[config.mk]
export PLATFORM = sky130hd
export DESIGN_NAME = pipe_collision_ctrl
export DESIGN_NICKNAME = d
export VERILOG_FILES = /design/src/rtl/flappy_pkg.sv /design/src/rtl/gap_rom.sv /design/src/rtl/pipe_collision_ctrl.sv
export SDC_FILE = /design/constraint.sdc
export NUM_CORES = 1
export LEC_CHECK = 0
export BUFFER_PORTS_ARGS = -buffer_cell sky130_fd_sc_hd__buf_2
export CAP_MARGIN = 15
export CORE_MARGIN = 4
export CORE_UTILIZATION = 50
export DETAILED_ROUTE_END_ITERATION = 8
export GPL_TIMING_DRIVEN = 1
export PLACE_DENSITY = 0.85
export SYNTH_ARGS = -nofsm -noshare
export SYNTH_HDL_FRONTEND = slang
export SYNTH_SLANG_ARGS = --single-unit
[constraint.sdc]
create_clock -name clk -period 4.1 [get_ports clk]
set_clock_uncertainty 0.15 [all_clocks]
set_input_delay 0 -clock clk [delete_from_list [all_inputs] [get_ports clk]]
set_output_delay 0 -clock clk [all_outputs]
set_load 0.01 [all_outputs]
[src/rtl/flappy_pkg.sv]
// Shared constants for the flappy game: screen and bird geometry, the pipe
// gap table and the game-flow state encoding.
package flappy_pkg;

    // Screen geometry, 11 bits so sums with 10-bit coordinates never truncate.
    localparam logic [10:0] SCREEN_W = 11'd640;
    localparam logic [10:0] SCREEN_H = 11'd480;

    // Bird window: fixed horizontal span, variable top edge.
    localparam logic [10:0] BIRD_X_L = 11'd300;
    localparam logic [10:0] BIRD_X_R = 11'd320;
    localparam logic [10:0] BIRD_H   = 11'd20;

    // Vertical opening of every pipe.
    localparam logic [10:0] GAP_H = 11'd120;

    // Frames frozen after a hit before game-over.
    localparam int HIT_HOLD_DEF = 30;

    // Top of the opening for each of the four pipes, indexed by pipe number.
    localparam logic [3:0][9:0] GAP_TABLE = {10'd260, 10'd60, 10'd200, 10'd100};

    // One-hot game-flow states; the bit positions double as the state flags.
    typedef logic [3:0] state_t;
    localparam int     IDLE_BIT = 0;
    localparam int     RUN_BIT  = 1;
    localparam int     HIT_BIT  = 2;
    localparam int     OVER_BIT = 3;
    localparam state_t ST_IDLE  = 4'b0001;
    localparam state_t ST_RUN   = 4'b0010;
    localparam state_t ST_HIT   = 4'b0100;
    localparam state_t ST_OVER  = 4'b1000;

endpackage

[src/rtl/gap_rom.sv]
// Pipe gap lookup: maps a 2-bit pipe index to the top line of its opening.
// Purely combinational so the renderer and the collision check see the same
// value in the same cycle.
module gap_rom
    import flappy_pkg::*;
(
    input  logic [1:0] pipe_idx_i,
    output logic [9:0] gap_top_o
);

    // Case table over the four pipes.
    // NOTE: every path assigns gap_top_o (default first), so no latch is inferred.
    always_comb begin
        gap_top_o = GAP_TABLE[0];
        case (pipe_idx_i)
            2'd0:    gap_top_o = GAP_TABLE[0];
            2'd1:    gap_top_o = GAP_TABLE[1];
            2'd2:    gap_top_o = GAP_TABLE[2];
            2'd3:    gap_top_o = GAP_TABLE[3];
            default: gap_top_o = GAP_TABLE[0];
        endcase
    end

endmodule

[src/rtl/pipe_collision_ctrl.sv]
// Game-flow controller and collision detector. Answers the pipe scroller's
// Start/Stop/Ack handshake, checks the bird against the in-scope pipe and the
// screen bounds once per frame, holds the game frozen for a number of frames
// after a hit and tracks the best score since reset.
module pipe_collision_ctrl
    import flappy_pkg::*;
#(
    parameter int HIT_HOLD = HIT_HOLD_DEF
) (
    input  logic       clk,
    input  logic       reset,
    input  logic       frame_tick,
    input  logic       btn_start,
    input  logic       btn_ack,
    input  logic [9:0] x_left,
    input  logic [9:0] x_right,
    input  logic [1:0] pipe_idx,
    input  logic [9:0] bird_y,
    input  logic [3:0] score,
    output logic       start,
    output logic       stop,
    output logic       ack,
    output logic [9:0] gap_top,
    output logic [3:0] high_score,
    output logic       q_idle,
    output logic       q_run,
    output logic       q_hit,
    output logic       q_over
);

    // Hold counter is at least 5 bits and grows with HIT_HOLD.
    localparam int                CNT_W     = ($clog2(HIT_HOLD) > 5) ? $clog2(HIT_HOLD) : 5;
    localparam logic [CNT_W-1:0]  HOLD_LAST = CNT_W'(HIT_HOLD - 1);

    state_t             state_q, state_d;
    logic [CNT_W-1:0]   cnt_q, cnt_d;
    logic [3:0]         high_q, high_d;
    logic               start_q, start_d;
    logic               stop_q, stop_d;
    logic               ack_q, ack_d;

    logic [10:0]        bird_bot;
    logic [10:0]        gap_bot;
    logic               h_hit, v_miss, bound, collide;

    gap_rom u_gap_rom (
        .pipe_idx_i (pipe_idx),
        .gap_top_o  (gap_top)
    );

    // Collision geometry, all sums in 11 bits so no edge wraps.
    always_comb begin
        bird_bot = {1'b0, bird_y} + BIRD_H;
        gap_bot  = {1'b0, gap_top} + GAP_H;
        h_hit    = ({1'b0, x_left} <= BIRD_X_R) && ({1'b0, x_right} >= BIRD_X_L);
        v_miss   = (bird_y < gap_top) || (bird_bot > gap_bot);
        bound    = (bird_y == 10'd0) || (bird_bot >= SCREEN_H);
        collide  = (h_hit && v_miss) || bound;
    end

    // Next-state logic for the game flow, hold counter, high score and handshake.
    always_comb begin
        state_d = state_q;
        cnt_d   = cnt_q;
        high_d  = high_q;
        start_d = 1'b0;
        ack_d   = 1'b0;
        case (state_q)
            ST_IDLE: begin
                if (btn_start) begin
                    state_d = ST_RUN;
                    start_d = 1'b1;
                end
            end
            ST_RUN: begin
                // A tick landing on the IDLE->RUN edge was seen in IDLE, so the
                // first evaluation is always on the following tick.
                if (frame_tick && collide) begin
                    state_d = ST_HIT;
                    cnt_d   = '0;
                end
            end
            ST_HIT: begin
                if (frame_tick) begin
                    if (cnt_q == HOLD_LAST) begin
                        state_d = ST_OVER;
                        if (score > high_q) begin
                            high_d = score;
                        end
                    end else begin
                        cnt_d = cnt_q + 1'b1;
                    end
                end
            end
            ST_OVER: begin
                if (btn_ack) begin
                    state_d = ST_IDLE;
                    ack_d   = 1'b1;
                end
            end
            default: state_d = ST_IDLE;
        endcase
        // Stop follows the state being entered, so it rises with HIT and
        // drops on the same edge that leaves OVER.
        stop_d = (state_d == ST_HIT) || (state_d == ST_OVER);
    end

    // State, counter, score and handshake registers with asynchronous reset.
    // NOTE: sequential state uses non-blocking assignments so every register
    // samples the pre-edge values of the others.
    always_ff @(posedge clk or posedge reset) begin
        if (reset) begin
            state_q <= ST_IDLE;
            cnt_q   <= '0;
            high_q  <= '0;
            start_q <= 1'b0;
            stop_q  <= 1'b0;
            ack_q   <= 1'b0;
        end else begin
            state_q <= state_d;
            cnt_q   <= cnt_d;
            high_q  <= high_d;
            start_q <= start_d;
            stop_q  <= stop_d;
            ack_q   <= ack_d;
        end
    end

    assign start      = start_q;
    assign stop       = stop_q;
    assign ack        = ack_q;
    assign high_score = high_q;
    assign q_idle     = state_q[IDLE_BIT];
    assign q_run      = state_q[RUN_BIT];
    assign q_hit      = state_q[HIT_BIT];
    assign q_over     = state_q[OVER_BIT];

endmodule

# Word-level counts from Yosys, hierarchy flattened
# Cells that the tools add are included.
# totals
reg_bits,16
in_bits,41
output_inout_bits,21
elab_cells,55
# op_classes
n_addsub,3
magnitude_cmp,6
eq_ne,13
n_mux,15
n_reduce_logical,12
# ops
operator,count
case mux 10 bit (4 select lines),1
two-way mux 4 bit,5
case mux 4 bit (4 select lines),1
two-way mux 5 bit,3
adder 10 x 5 -> 11 bit (second input constant),1
adder 10 x 7 -> 11 bit (second input constant),1
greater-or-equal comparator 11 x 9 -> 1 bit (second input constant),1
> comparator 11 bit,1
greater-or-equal comparator 10 x 9 -> 1 bit (second input constant),1
less-or-equal comparator 10 x 9 -> 1 bit (second input constant),1
zero test 10 bit,1
less-than comparator 10 bit,1
case mux 5 bit (2 select lines),1
equality test 4 x 3 -> 1 bit (second input constant),2
equality test 4 bit (second input constant),2
AND reduction 4 bit,2
inequality test 2 bit (second input constant),3
adder 5 x 1 -> 5 bit (second input constant),1
equality test 5 bit (second input constant),1
equality test 2 bit (second input constant),2
equality test 4 x 1 -> 1 bit (second input constant),1
equality test 4 x 2 -> 1 bit (second input constant),1
> comparator 4 bit,1
logical OR 1 bit,4
other kinds (5),10

# Depth between registers and ports, before layout
# Gate-level depths: netlist (run 1).
# logic_depth
depth_word,12
depth_mapped,11

# Cells and area by module
# A second synthesis (run 1) with hierarchy kept.
# hier_totals
cells_unflattened,209
area_unflattened_um2,1762.9
# modules_own_cells
module,n_inst,cells_per_inst,area_per_inst_um2
pipe_collision_ctrl,1,195,1650.3
gap_rom,1,14,112.6

# Worst setup path before layout (run 1)
# Ideal clock, no wire load.
# synth_timing
kind,input port to flip-flop
startpoint,input bird_y[2]
endpoint,register stop_q (netlist: stop)
setup_time_ps,124
arrival_ps,2275
slack_ps,1552
path_stages,11
n_path_buf,0
path_cell_list,ha_1 -> or2_1 -> or2b_1 -> xnor2_1 -> ha_1 -> a21o_1 -> a21o_1 -> a2111oi_0 -> o32a_1 -> a211oi_2 -> a211o_1
# synth_via
elab_chain_len,10
word_cells_on_any_way,15
classes_between,add/sub (1); order compare (3); eq/ne (2); mux (2); reduce/logical (7)
# synth_rtl
item,line_no,source
"start, declared",pipe_collision_ctrl.sv:18,"input logic [9:0] bird_y,"
adder 10 x 5 -> 11 bit,pipe_collision_ctrl.sv:53,"bird_bot = {1'b0, bird_y} + BIRD_H;"
> comparator 11 bit,pipe_collision_ctrl.sv:56,v_miss = (bird_y < gap_top) || (bird_bot > gap_bot);
logical OR 1 bit,pipe_collision_ctrl.sv:56,
logical AND 1 bit,pipe_collision_ctrl.sv:58,collide = (h_hit && v_miss) || bound;
logical OR 1 bit *,pipe_collision_ctrl.sv:58,
logical AND 1 bit *,pipe_collision_ctrl.sv:78,if (frame_tick && collide) begin
two-way mux 4 bit *,pipe_collision_ctrl.sv:78,
case mux 4 bit (4 select lines) *,pipe_collision_ctrl.sv:68,case (state_q)
equality test 4 x 3 -> 1 bit or equality test 4 bit (tied branches),pipe_collision_ctrl.sv:105,stop_d = (state_d == ST_HIT) || (state_d == ST_OVER);
logical OR 1 bit *,pipe_collision_ctrl.sv:105,
via stop_d,pipe_collision_ctrl.sv:39,"logic stop_q, stop_d;"
"end signal, assigned",pipe_collision_ctrl.sv:124,stop_q <= stop_d;
"end, declared",pipe_collision_ctrl.sv:39,
# Mark *: on every way through the listed nets, which the timed path passes. The rest lies on a longest branch.
# A chain may end at the register's enable or synchronous reset.

# Worst setup path in the final report (run 1)
# Same ends and word-level chain as after synthesis.

==> reports/metrics.cfg, run 1 <==
[run_status]
status=complete, no violations

[cts]
cts_buffer_depth=2
tritoncts=built
cts_root_buf=clkbuf_4
clk_pin_slew_worst_paths_ps=100
cts_inserted_buffers=3
hold_buffers=8
cts_setup_buffers=0
cts.sinks=16
postCtsResizedCells=0
insertion_delay_ps=290
htree_levels=1

[sta]
fmax_mhz=380
tns_ps=0
hold_viol=0
relSlewSlack=0.585
drv_slew=0
setup_viol=0
finalCriticalPeriod_ps=2630
fin_crit_sh=0.641
rsz0062_at_grt=false
worstMarginPinSlew_ps=617

[synth]
avgSynthCellArea_um2=8.71
synthAdderAreaFrac=0.220
synth_xor_area_frac=0.0359
yosysWarningCount=0
synth_compound_area_frac=0.187
synth_edf_count=0
synth_cells=196
synth.ff_latch_count=16
async_reset_ff_frac=1.00
syn_area_um2=1710
synth_cell_types=49
synthSimpleGateAreaFrac=0.216
yosys_most_used_dff=dfrtp_1
yosysSeqAreaShare=0.235
synth.area.mux_share=0.0323
synth_top_family_by_area=adder cells

[die]
core_um2=3150
start_util=0.541
ios=62
die_area_um2=4410
die_x_um=66.4
rows=20
fp.dieH_um=66.4

[global_route]
overflow=0
grt_util_all_layers=0.186
grt_pass1_vias=1558
antenna_found_initial=0
grt_max_degree=17
grt_first_pass_wirelength_mm=6.51

[detailed_routing]
vias_per_cell=5.27
drtIter0Drc=45
drc=0
dr.pass1.iters=4
wirelength_mm=3.77
routedWlPerCell_um=12.4
vias=1603
final_antenna_net_count=0

[power]
powerDensity_nw_per_um2=238
p_leak_nw=1.11
vdd_drop_max_mv=0.197

[layout]
syn2layout_area_growth_pct=24.9
drive_gt1_frac=0.288
utilization=0.676
nNetsFinal=332
num_antenna_cells=0
nFillCells=268

[critical_path]
worstSetupPathType=primary input to flop
crit_path_max_fanout=6
startpoint_type=primary input
arrival_ps=2670
endpoint_kind=flop
crit_required_ps=4140

[job]
drv_cap=0

[placement]
place_congestion=0.838
portBuffers=56
dp_hpwl_mm=3.09

[worst_hold_path]
min_path_type=primary input to flop

==> critical path, stage by stage <==
cell and delay [ps]:
buf_2 140, ha_1 240, or2_1 160, or2b_1 240, xnor2_1 130, ha_1 310
a21o_1 180, a21o_1 180, a2111oi_0 370, o32a_1 280, a211oi_2 150, a211o_1 290
==> routing by layer <==
| metal | part of all wire | global-route usage | up-vias |
|---|---|---|---|
| met5 | 0 | 0 | - |
| met2 | 0.49 | 0.328 | 41 |
| met1 | 0.43 | 0.224 | 728 |
| li1 | - | - | 825 |
| met3 | 0.057 | 0.0374 | 9 |
| met4 | 0.018 | 0.0609 | 0 |
==> sequential cells by signal, indices dropped and copies added, names as in the netlist <==
register	count
ack	1
cnt_q	5
high_score	4
start	1
state_q	4
stop	1
==> cells in the final DEF, fill, tap and decap left out, types with 3 or more instances in the layout <==
cell type	synthesis	routed
a21oi_1	13	13
dlygate4sd3_1	0	8
nor2b_1	4	4
nand2_1	10	10
nand3_1	7	7
mux2_2	4	4
ha_1	30	30
conb_1	1	3
o21ai_0	13	13
nor2_1	7	7
buf_2	0	56
a21o_1	5	5
nand2b_1	3	3
nor3_1	3	3
xnor2_1	6	6
inv_1	23	23
dfrtp_1	15	15
clkbuf_4	0	3
nor4_1	5	5
or2_2	3	3
or3_1	5	5
==> power breakdown <==
part,switching [W],internal (W)
clock,0.0000508,0.0000541
sequential,0.0000280,0.000178
combinational,0.000104,0.0000920
==> layout make-up <==
type	count	area, um^2	share of cell area
Clock buffer	4	36.3	0.0170
Inverter	23	86.3	0.0405
Timing Repair Buffer	64	360	0.169
Tap cell	44	55.1	0.0258
Sequential cell	16	402	0.188
Multi-Input combinational cell	153	1190	0.559
==> path summary, 6_finish.rpt <==
path                                           startpoint                        end  slack (ps)  depth (start not counted)
worst max-delay path                            bird_y[2]             stop$_DFF_PP0_        1470                         12
worst min-delay path                            bird_y[4]       state_q[1]$_DFF_PP0_           9                          5
worst max register to register       state_q[3]$_DFF_PP0_  high_score[1]$_DFFE_PP0P_        1760                          4
worst min register to register  high_score[3]$_DFFE_PP0P_  high_score[3]$_DFFE_PP0P_         390                          1
max in group asynchronous                           reset       cnt_q[1]$_DFFE_PP0P_        3250                          3
min in group asynchronous                           reset       cnt_q[4]$_DFFE_PP0P_         160                          3
==> cells in the mapped netlist, types with 2 or more instances <==
master	n	share of area
nand3_1	7	0.021
buf_4	3	0.013
and4_1	2	0.010
nand4_1	2	0.0073
nor2b_1	4	0.015
a21o_1	5	0.022
mux2_2	4	0.026
clkbuf_1	2	0.0044
nor3_1	3	0.0088
or3_1	5	0.018
nor3b_1	2	0.0088
or2_2	3	0.011
dfrtp_1	15	0.22
xnor2_1	6	0.031
nand2_1	10	0.022
a21o_2	2	0.010
nor2_1	7	0.015
ha_1	30	0.22
nand2b_1	3	0.011
a21oi_1	13	0.038
and2_1	2	0.0073
nor4_1	5	0.018
inv_1	23	0.051
o21ai_0	13	0.038
==> stage by stage <==
| stage | std cells | area (um^2) | power (W) | hold slack, ps | setup WS, ps |
|---|---|---|---|---|---|
| 3_3_place_gp | 292 | 2010 | 0.000394 | -48.8 | 1200 |
| 4_1_cts | 304 | 2130 | 0.000513 | 7.41 | 1480 |
| 2_1_floorplan | 198 | 1710 | 0.000330 | -237 | 1550 |
| 3_5_place_dp | 292 | 2010 | 0.000401 | -53.9 | 1160 |
| 6_report | 304 | 2130 | 0.000507 | 8.97 | 1470 |
| 5_1_grt | 304 | 2130 | 0.000553 | 30.9 | 1270 |
==> kinds of logic (layout without fill, tap and decap cells) <==
family,Yosys count,in the layout
simple gates,62,62
compound gates,46,46
fa+ha+maj,30,30
buf+inv,29,91
flops,16,16
xor+xnor,7,7
mux,5,5
other cells,1,3
(Power assumes the default switching activity.)
==> run 2: changes to the inputs <==
CORE_UTILIZATION = 45   (was 50)
PLACE_DENSITY = 0.81   (was 0.85)
clock period = 2.33 ns   (was 4.1 ns; I/O delays follow)
==> run 2 against run 1 <==
Cell count increased by 10%; sequential power increased by 76%; utilization decreased by 1.7 points; first-iteration DRC count decreased by 16%; sequential share of layout area decreased by 2.2 points; routed wire length increased by 23%; register-to-register slack got worse by 1600 ps; total power increased by 97%; via count increased by 9.5%.
==> reports/metrics.cfg, run 2 (synthesized netlist as in run 1, its figures left out) <==
[detailed_routing]
routedWlPerCell_um=13.9
vias=1756
final_antenna_net_count=0
vias_per_cell=5.24
dr.pass1.iters=4
drtIter0Drc=38
wirelength_mm=4.66
drc=0

[power]
p_leak_nw=1.26
powerDensity_nw_per_um2=415
vdd_drop_max_mv=0.468

[critical_path]
slowest_stage=o32a_1
crit_path_max_fanout=6
critical_path.top_delay_family=compound AO/OA/AOI/OAI gates
crit_required_ps=2310
cp_num_buf_inv=1
endpoint_kind=flop
startpoint_type=primary input
worstSetupPathType=primary input to flop
crit_path_max_incr_delay_ps=260
path_cells=buf_6, ha_4, or2_1, or2b_1, xnor2_2, ha_4, a21o_1, a21o_1, a2111oi_2, o32a_1, a211oi_4, a211o_1
arrival_ps=2260

[layout]
num_antenna_cells=0
syn2layout_area_growth_pct=41.3
nNetsFinal=359
drive_gt1_frac=0.369
max_flop_register=cnt_q
final_cell_mix=54 x buf_2, 28 x ha_1, 27 x buf_4, 23 x inv_1, 15 x dfrtp_1
largest_register_ffs=5
mostFrequentLayoutCell=buf_2

[die]
die_area_um2=4840
die_x_um=69.6
core_um2=3660
start_util=0.466
fp.dieH_um=69.6
rows=22
ios=62

[sta]
hold_viol=0
relSlewSlack=0.601
fin_hold_ws_ps=70.3
rsz0062_at_grt=true
setup_ws_ps=52.6
fmax_mhz=439
drv_slew=0
worstMarginPinSlew_ps=594
fin_crit_sh=0.977
finalCriticalPeriod_ps=2280
setup_viol=0

[global_route]
grt_first_pass_wirelength_mm=7.71
overflow=0
grt_max_degree=17
grt_pass1_vias=1765
antenna_found_initial=0
grt_util_all_layers=0.191

[cts]
insertion_delay_ps=250
clk_pin_slew_worst_paths_ps=60
htree_levels=1
cts.sinks=16
cts_inserted_buffers=3
cts_buffer_depth=2
cts_root_buf=clkbuf_8
tritoncts=built

[run_status]
status=complete, no violations

[placement]
portBuffers=56
dp_hpwl_mm=3.72
dp_slack_ps=-242
place_congestion=0.870

[worst_hold_path]
min_path_type=primary input to flop

[job]
drv_cap=0

## run 2: changes by cell type in the layout (fill, tap and decap cells not counted), moves of 2 or more
cell	before	now
buf_6	0	2
o21ai_1	0	3
clkbuf_8	1	3
clkbuf_4	3	0
ha_4	0	2
buf_2	56	54
buf_4	0	27
ha_1	30	28
o21ai_0	13	10
## run 2: per-stage QoR
| step | utilization | total power [W] | cells | setup TNS [ps] | cell area [um^2] |
|---|---|---|---|---|---|
| 2_1_floorplan | - | 0.000586 | 198 | 0 | 1720 |
| 3_3_place_gp | 0.605 | 0.000746 | 321 | -636 | 2220 |
| 3_5_place_dp | 0.605 | 0.000760 | 321 | -1310 | 2220 |
| 4_1_cts | 0.639 | 0.000984 | 333 | 0 | 2340 |
| 5_1_grt | 0.659 | 0.00109 | 335 | -19.5 | 2410 |
| 6_report | 0.659 | 0.00100 | 335 | 0 | 2410 |
## run 2: path summary, 6_finish.rpt
path / from / end / slack (ps) / cells past startpoint
worst min-delay path: bird_y[4] / state_q[1]$_DFF_PP0_ / 70 / 5
worst min register to register: high_score[2]$_DFFE_PP0P_ / high_score[2]$_DFFE_PP0P_ / 380 / 1
worst max register to register: state_q[3]$_DFF_PP0_ / cnt_q[2]$_DFFE_PP0P_ / 200 / 5
worst max-delay path: bird_y[2] / stop$_DFF_PP0_ / 50 / 12
min in group asynchronous: reset / state_q[3]$_DFF_PP0_ / 220 / 3
max in group asynchronous: reset / cnt_q[1]$_DFFE_PP0P_ / 1430 / 3
## run 2: area by class of cell
type | instances | area [um^2]
Clock buffer | 4 | 45.0
Fill cell | 288 | 1250
Inverter | 23 | 86.3
Multi-Input combinational cell | 153 | 1240
Sequential cell | 16 | 402
Tap cell | 48 | 60.1
Timing Repair Buffer | 91 | 576
## run 2: routing by layer
layer  global-route usage  routed length [um]  vias to the layer above
met2                0.339                2370                       57
met4               0.0347                  54                        0
li1                     -                   -                      877
met3               0.0406                 274                        8
met1                0.239                1960                      814
met5                    0                   0                        -
## run 2: power breakdown
group          switching, W  internal [W]  total (W)
Sequential        0.0000482      0.000315   0.000363
Clock             0.0000894      0.000121   0.000210
Combinational      0.000215      0.000213   0.000428
Total              0.000353      0.000648    0.00100
## run 2: worst register-to-register path, stage by stage (launching register included)
cell	delay, ps
dfrtp_1	470
nor4b_4	450
nand2_1	140
or3_1	430
or3_1	330
o21ai_1	80
## run 2: what timing repair did
action | CTS | global route
resized for setup | 0 | 12
buffers inserted | 0 | 2
endpoints found under the hold margin | 24 | 0
setup endpoints to repair | 0 | 8
hold buffers | 8 | 0
==> run 3: changes to the inputs <==
CORE_UTILIZATION = 50   (was 45)
PLACE_DENSITY = 0.85   (was 0.81)
clock period = 2.2 ns   (was 2.33 ns; I/O delays follow)
==> run 3 against run 2 <==
The run now ends with negative setup slack left; cell count rose by 0.30%; clock-buffer cell count unchanged; sequential share of layout area down 0.33 points; non-clock buffer count rose by 5; routed wire length grew 13%; worst setup slack got worse by 180 ps; hold slack worse by 9.2 ps; critical path type unchanged; largest cell class unchanged; largest power group unchanged.
==> reports/metrics.cfg, run 3 (synthesized netlist as in run 1, its figures left out) <==
[sta]
drv_slew=0
setup_ws_ps=-128
fin_hold_ws_ps=61.1
setup_viol=8
fmax_mhz=429
finalCriticalPeriod_ps=2330
hold_viol=0
fin_crit_sh=1.06
worstMarginPinSlew_ps=611
rsz0062_at_grt=true
tns_ps=-510
relSlewSlack=0.589

[cts]
insertion_delay_ps=290
cts.sinks=16
cts_inserted_buffers=3
tritoncts=built
cts_root_buf=clkbuf_4
htree_levels=1
cts_buffer_depth=2
clk_pin_slew_worst_paths_ps=100

[layout]
seqCellArea_um2=402
nFillCells=227
syn2layout_area_growth_pct=44.1
max_flop_register=cnt_q
drive_gt1_frac=0.397
instances_no_fill=336
final_cell_mix=54 x buf_2, 31 x buf_4, 27 x ha_1, 23 x inv_1, 15 x dfrtp_1
nNetsFinal=364
largest_register_ffs=5
mostFrequentLayoutCell=buf_2
num_antenna_cells=0
multi_input_area_um2=1260

[critical_path]
crit_path_max_fanout=6
crit_path_max_incr_delay_ps=320
startpoint_type=primary input
endpoint_kind=flop
path_cells=buf_6, ha_4, or2_1, or2b_1, xnor2_2, ha_1, a21o_1, a21o_1, a2111oi_4, o32a_1, a211oi_4, o21ai_0
worstSetupPathType=primary input to flop
crit_required_ps=2240
critical_path.top_delay_family=compound AO/OA/AOI/OAI gates
arrival_ps=2370
cp_common_cell=a21o_1
cp_num_buf_inv=1
slowest_stage=ha_1

[placement]
dp_slack_ps=-323
dp.cells=323
place_congestion=0.920
dp_hpwl_mm=3.81
portBuffers=56

[power]
powerDensity_nw_per_um2=436
p_leak_nw=1.29
vdd_drop_max_mv=0.420
power_w=0.00107

[global_route]
grt_first_pass_wirelength_mm=7.91
grt_pass1_vias=1765
grt_max_degree=17
grt_util_all_layers=0.229
overflow=0
antenna_found_initial=0

[run_status]
violations=negative setup slack
status=finished with violations

[job]
drv_cap=0

[die]
start_util=0.541
rows=20
ios=62
die_area_um2=4410
die_x_um=66.4
fp.dieH_um=66.4
core_um2=3150

[detailed_routing]
drc=0
final_antenna_net_count=0
vias=1840
wirelength_mm=5.25
vias_per_cell=5.48
dr.pass1.iters=4
routedWlPerCell_um=15.6
drtIter0Drc=143

[worst_hold_path]
min_path_type=primary input to flop

==> run 3: changes by cell type in the layout (fill, tap and decap cells not counted), sizes merged <==
cell / change
buf: +5
==> run 3: repair_timing <==
action                                  in CTS  in global routing
hold buffers                                 8                  0
resized for setup                            0                 15
cloned                                       0                  0
endpoints found under the setup margin       1                 12
endpoints found under the hold margin       27                  0
setup buffers                                0                  1
pin swaps                                    1                  4
==> run 3: power breakdown <==
part           internal (W)  switching, W  total, W
registers          0.000333     0.0000593  0.000392
logic              0.000236      0.000247  0.000483
clock network      0.000101     0.0000972  0.000198
total              0.000670      0.000403   0.00107
==> run 3: path summary, 6_finish.rpt <==
kind                                           start                   endpoint  slack, ps  depth (start not counted)
min in group asynchronous                      reset       cnt_q[4]$_DFFE_PP0P_        180                          3
hold reg to reg            high_score[0]$_DFFE_PP0P_  high_score[0]$_DFFE_PP0P_        390                          1
max in group asynchronous                      reset            start$_DFF_PP0_       1320                          3
setup reg to reg                state_q[1]$_DFF_PP0_       cnt_q[0]$_DFFE_PP0P_         30                          5
hold / removal                            x_right[9]       cnt_q[1]$_DFFE_PP0P_         60                          5
setup / recovery                           bird_y[3]       cnt_q[0]$_DFFE_PP0P_       -130                         12
==> run 3: layout make-up <==
class	count	area share
timing repair buffer	96	0.251
sequential	16	0.163
inverter	23	0.0351
tap	44	0.0224
multi-input combinational	153	0.514
clock buffer	4	0.0148
==> run 3: metrics by stage <==
stage,area (um^2),utilization
floorplan,1740,-
global route,2460,0.780
detailed placement,2270,0.719
CTS,2380,0.756
global placement,2270,0.719
finish,2460,0.780
==> run 3: per-layer routing <==
metal / vias up / track usage / part of all wire
met5: - / 0 / 0
met4: 0 / 0.0482 / 0.0086
li1: 883 / - / -
met2: 84 / 0.384 / 0.50
met1: 867 / 0.304 / 0.42
met3: 6 / 0.0425 / 0.073
==> run 3: worst min-delay path: cells and delay by family <==
family,cells,cell delay (ps)
AO/OA/AOI/OAI,2,200
buffers and inverters,2,130
AND/OR/NAND/NOR,1,130
